===== src/rtl/dcache_2way.sv =====
// dcache_2way: two-way set-associative, write-back, write-allocate data cache.
// Per-set LRU bit, victim way registered at the miss edge.
// Optional hit/miss statistics counters enabled by defining DCACHE_STATS_EN.
module dcache_2way #(
    parameter int ADDR_W   = 8,
    parameter int INDEX_W  = 3,
    parameter int OFFSET_W = 2,
    localparam int TAG_W   = ADDR_W - INDEX_W - OFFSET_W,
    localparam int BLK_W   = 8 << OFFSET_W
) (
    input  logic                       clk,
    input  logic                       reset,
    input  logic [ADDR_W-1:0]          CPUaddress,
    input  logic                       CPUread,
    input  logic                       CPUwrite,
    input  logic [7:0]                 CPUwritedata,
    output logic [7:0]                 CPUreaddata,
    output logic                       CPUbusywait,
    output logic [ADDR_W-OFFSET_W-1:0] mem_address,
    output logic                       mem_read,
    output logic                       mem_write,
    output logic [BLK_W-1:0]           mem_writedata,
    input  logic [BLK_W-1:0]           mem_readdata,
    input  logic                       mem_busywait
`ifdef DCACHE_STATS_EN
    ,
    output logic [15:0]                hit_count,
    output logic [15:0]                miss_count
`endif
);

    localparam int SETS = 1 << INDEX_W;

    typedef enum logic [1:0] {IDLE, WRITEBACK, FETCH} state_t;

    state_t                state_q, state_d;
    logic [1:0][SETS-1:0]  valid_q, dirty_q;
    logic [SETS-1:0]       lru_q;
    logic [TAG_W-1:0]      tag_q  [2][SETS];
    logic [BLK_W-1:0]      data_q [2][SETS];
    logic                  victim_q, victim_d;

    logic [TAG_W-1:0]      addr_tag;
    logic [INDEX_W-1:0]    addr_index;
    logic [OFFSET_W-1:0]   addr_offset;
    logic                  hit0, hit1, hit, hit_way, req, idle_hit, miss_start, mem_done;

    assign addr_tag    = CPUaddress[ADDR_W-1 -: TAG_W];
    assign addr_index  = CPUaddress[OFFSET_W +: INDEX_W];
    assign addr_offset = CPUaddress[OFFSET_W-1:0];

    assign hit0       = valid_q[0][addr_index] && (tag_q[0][addr_index] == addr_tag);
    assign hit1       = valid_q[1][addr_index] && (tag_q[1][addr_index] == addr_tag);
    assign hit        = hit0 | hit1;
    assign hit_way    = hit1;
    assign req        = CPUread | CPUwrite;
    assign idle_hit   = req && hit && (state_q == IDLE);
    assign miss_start = req && !hit && (state_q == IDLE);
    assign mem_done   = !mem_busywait;

    assign CPUbusywait = req && !((state_q == IDLE) && hit);
    assign CPUreaddata = data_q[hit_way][addr_index][{addr_offset, 3'b000} +: 8];

    // Victim selection: invalid way first (way 0 before way 1), else the LRU way
    always_comb begin
        victim_d = lru_q[addr_index];
        if (!valid_q[0][addr_index])
            victim_d = 1'b0;
        else if (!valid_q[1][addr_index])
            victim_d = 1'b1;
    end

    // Next-state and memory-side strobes
    always_comb begin
        state_d       = state_q;
        mem_read      = 1'b0;
        mem_write     = 1'b0;
        mem_address   = '0;
        mem_writedata = '0;
        case (state_q)
            IDLE: begin
                if (req && !hit)
                    state_d = (valid_q[victim_d][addr_index] && dirty_q[victim_d][addr_index])
                              ? WRITEBACK : FETCH;
            end
            WRITEBACK: begin
                mem_write     = 1'b1;
                mem_address   = {tag_q[victim_q][addr_index], addr_index};
                mem_writedata = data_q[victim_q][addr_index];
                if (mem_done)
                    state_d = FETCH;
            end
            FETCH: begin
                mem_read    = 1'b1;
                mem_address = {addr_tag, addr_index};
                if (mem_done)
                    state_d = IDLE;
            end
            default: state_d = IDLE;
        endcase
    end

    // State register and victim capture at the miss edge
    always_ff @(posedge clk) begin
        if (reset) begin
            state_q  <= IDLE;
            victim_q <= 1'b0;
        end else begin
            state_q <= state_d;
            if (miss_start)
                victim_q <= victim_d;
        end
    end

    // Valid, dirty and LRU bookkeeping
    always_ff @(posedge clk) begin
        if (reset) begin
            valid_q <= '0;
            dirty_q <= '0;
            lru_q   <= '0;
        end else if (idle_hit) begin
            lru_q[addr_index] <= ~hit_way;
            if (CPUwrite)
                dirty_q[hit_way][addr_index] <= 1'b1;
        end else if ((state_q == WRITEBACK) && mem_done) begin
            dirty_q[victim_q][addr_index] <= 1'b0;
        end else if ((state_q == FETCH) && mem_done) begin
            valid_q[victim_q][addr_index] <= 1'b1;
            dirty_q[victim_q][addr_index] <= 1'b0;
            lru_q[addr_index]             <= ~victim_q;
        end
    end

    // Tag and data storage: store byte on write hit, whole block on refill
    always_ff @(posedge clk) begin
        if (!reset) begin
            if (idle_hit && CPUwrite) begin
                data_q[hit_way][addr_index][{addr_offset, 3'b000} +: 8] <= CPUwritedata;
            end else if ((state_q == FETCH) && mem_done) begin
                data_q[victim_q][addr_index] <= mem_readdata;
                tag_q[victim_q][addr_index]  <= addr_tag;
            end
        end
    end

`ifdef DCACHE_STATS_EN
    logic refilled_q;

    // Saturating counters; the hit that finishes a refilled request is not a hit
    always_ff @(posedge clk) begin
        if (reset) begin
            refilled_q <= 1'b0;
            hit_count  <= '0;
            miss_count <= '0;
        end else begin
            refilled_q <= (state_q == FETCH) && mem_done;
            if (idle_hit && !refilled_q && (hit_count != 16'hFFFF))
                hit_count <= hit_count + 16'd1;
            if (miss_start && (miss_count != 16'hFFFF))
                miss_count <= miss_count + 16'd1;
        end
    end
`endif

endmodule


===== config.mk =====
export PLATFORM = sky130hd
export DESIGN_NAME = dcache_2way
export DESIGN_NICKNAME = d
export VERILOG_FILES = /design/src/rtl/dcache_2way.sv
export SDC_FILE = /design/constraint.sdc
export NUM_CORES = 1
export LEC_CHECK = 0
export ABC_AREA = 0
export BUFFER_PORTS_ARGS = -buffer_cell sky130_fd_sc_hd__buf_2
export CORE_ASPECT_RATIO = 1.25
export CORE_MARGIN = 1
export CORE_UTILIZATION = 40
export CTS_CLUSTER_SIZE = 20
export DETAILED_ROUTE_END_ITERATION = 10
export PLACE_DENSITY = 0.55
export SLEW_MARGIN = 20
export SYNTH_ARGS = -nofsm -noshare
export SYNTH_HDL_FRONTEND = slang
export SYNTH_SLANG_ARGS = --single-unit
export TNS_END_PERCENT = 100

===== constraint.sdc =====
create_clock -name clk -period 7.13 [get_ports clk]
set_input_delay 0.3565 -clock clk [delete_from_list [all_inputs] [get_ports clk]]
set_output_delay 0.3565 -clock clk [all_outputs]
set_load 0.005 [all_outputs]

==> impl_metrics.env <==
export IMPL_routabilityCongestion=0.868
export IMPL_htreeDepth=3
export IMPL_busiest_layer="met2"
export IMPL_vias_per_cell=6.25
export IMPL_worstSetupPathType="reg2out"
export IMPL_die_h_um=303
export IMPL_syn_avg_cell_area_um2=14.4
export IMPL_grt_max_degree=97
export IMPL_cts_resized=0
export IMPL_clock_sinks=604
export IMPL_async_flop_share_pct=0
export IMPL_tns_ps=0
export IMPL_yosysTopAreaCellShare_pct=58.0
export IMPL_rows=110
export IMPL_drive_gt1_share_pct=22.9
export IMPL_seqCellArea_um2=17700
export IMPL_syn_area_um2=29000
export IMPL_wl_per_cell_um=31.2
export IMPL_hold_buffers=0
export IMPL_finalCriticalPeriod_ps=5880
export IMPL_tightest_slew_ps=1160
export IMPL_numCtsBuffers=66
export IMPL_yosysTopAreaCell="edfxtp_1"
export IMPL_place_hpwl_um=64800
export IMPL_fillers=6357
export IMPL_drt_wl_total_um=97600
export IMPL_final_nets=2182
export IMPL_postRouteAntennaNets=0
export IMPL_fmax_ghz=0.170
export IMPL_hold_slack_ps=167
export IMPL_setup_viol=0
export IMPL_core_area_um2=71800
export IMPL_end_kind="output port"
export IMPL_hold_viol_final=0
export IMPL_synth_most_common_cell="edfxtp_1"
export IMPL_synth_edff_count=560
export IMPL_grt_pass1_wl_um=139000
export IMPL_p_leak_uw=0.0115
export IMPL_die_area_um2=73500
export IMPL_grt_pass1_vias=19686
export IMPL_rsz0062_at_grt="no"
export IMPL_cts_tree="yes"
export IMPL_slew_headroom_pct=22.6
export IMPL_synthesis_nets=2074
export IMPL_grtUsageMet3_pct=3.67
export IMPL_die_x_um=243
export IMPL_cts_root_buf="clkbuf_16"
export IMPL_antenna_found_initial=1
export IMPL_p_per_area_nw_per_um2=246
export IMPL_vias=19520
export IMPL_synthTopCellsByCount="560 x edfxtp_1, 279 x mux2i_1, 159 x nand2_1, 140 x nor2_1, 125 x mux4_2"
export IMPL_fin_skew_ps=30.4
export IMPL_netlist_instances=2013
export IMPL_portBuffers=101
export IMPL_slew_viol_final=0
export IMPL_track_usage_pct=26.3
export IMPL_clockBufferDepth=3
export IMPL_violations="design-rule violations"
export IMPL_synthFlopType="edfxtp_1"
export IMPL_crit_arrival_ps=5520
export IMPL_synthTopCellsByArea="edfxtp_1 58%, mux4_2 9.7%, mux2i_1 9.6%, dfxtp_1 3.0%, o22ai_1 2.5%"
export IMPL_ys_seq_area_share_pct=61.1
export IMPL_critPathLaunchType="register"
export IMPL_clkLatencyLatePin_ps=610
export IMPL_overflow=0
export IMPL_clk_pin_slew_ps=60
export IMPL_ys_ff_latch=604
export IMPL_area_delta_synth_final_pct=13.9
export IMPL_io_pins=102
export IMPL_ir_drop_mv=0.162
export IMPL_cp_data_required_time_ps=6770
export IMPL_yosysWarnings=0
export IMPL_path_max_fanout=56
export IMPL_multi_input_area_um2=10700
export IMPL_outcome="finished with violations"
export IMPL_drt_iter0_drc=2129
export IMPL_use_met2_pct=44.5
export IMPL_drc=4
export IMPL_synth_cell_types=68
export IMPL_cts_setup_buffers=0
export IMPL_use_met1_pct=33.9
export IMPL_maxCapViolations=0
export IMPL_post_route_period_util_pct=82.4
export IMPL_hold_class="in2reg"
export IMPL_start_util_pct=40.3
export IMPL_drt_pre_antenna_iters=9
per-stage QoR:
step / power [uW] / util [%] / cell area, um2 / cells / worst slack (ps)
final: 8120 / 45.9 / 33000 / 3124 / 1250
after global routing: 8310 / 45.9 / 33000 / 3123 / 1050
after CTS: 8150 / 45.9 / 33000 / 3123 / 1240
after detailed placement: 4740 / 42.9 / 30900 / 3005 / 1100
after global placement: 4720 / 42.8 / 30700 / 3000 / 743
after floorplan: 4440 / - / 29000 / 2013 / 3420
layout make-up:
class	instances	area share, %
multi-input combinational	1246	32.4
timing repair buffer	193	3.81
clock buffer	77	5.32
sequential	604	53.6
inverter	10	0.114
clock inverter	41	1.13
tap	952	3.61
antenna	1	0.00758
sequential cells by signal (all words and copies together), names as in the netlist, named ones only:
name      flops
data_q      512
dirty_q      16
lru_q         8
state_q       2
tag_q        48
valid_q      16
victim_q      1
layout by cell type (no fill, tap or decap), types with 22 or more instances in the layout:
master,n
nand2_1,152
clkbuf_16,69
a21oi_1,60
mux4_2,125
buf_2,101
a211oi_1,29
o21ai_0,42
nor2_1,129
dfxtp_1,43
mux2i_1,279
nor3_1,24
mux2_2,24
edfxtp_1,560
o22ai_1,114
a22oi_1,32
nor2b_1,22
buf_4,85
worst max-delay path, cell delays in order (launching register included):
cell	delay (ps)
edfxtp_1	430
mux2_2	290
a221o_1	340
o2bb2ai_1	140
xnor2_1	140
a2111o_2	140
buf_4	650
buf_4	870
mux2i_1	310
o21ai_0	100
nor4_1	670
o22a_1	350
o22ai_1	180
buf_2	200
report_power, final:
part | switching (uW) | leakage [uW] | total [uW] | internal, uW
clock | 1460 | 0.00105 | 3450 | 1990
combinational | 474 | 0.00488 | 736 | 262
sequential | 25.8 | 0.00552 | 3930 | 3900
final timing paths:
path,from,endpoint,slack [ps],depth (start not counted)
setup / recovery,tag_q[1][13],CPUreaddata[1],1250,13
hold / removal,mem_busywait,state_q[1],170,4
hold reg to reg,dirty_q[9],dirty_q[9],500,2
setup reg to reg,tag_q[1][13],data_q[0][242],1770,10
logic make-up after synthesis:
| kind of cell | count (synthesis) | share of synthesized area [%] |
|---|---|---|
| DFF | 604 | 61.1 |
| muxes | 431 | 20.5 |
| adders and majority gates | 8 | 0.345 |
| AOI/OAI and AO/OA | 399 | 9.33 |
| xor gates and xnor gates | 5 | 0.151 |
| and+or+nand+nor | 403 | 6.09 |
| buffers and inverters | 163 | 2.54 |
routing by layer:
| metal | routed length, um | share of wire (%) |
|---|---|---|
| met4 | 4070 | 4.2 |
| met1 | 38400 | 39 |
| met5 | 7 | 0.0072 |
| met2 | 48100 | 49 |
| met3 | 6980 | 7.2 |
Power figures use the tool's default switching activity.
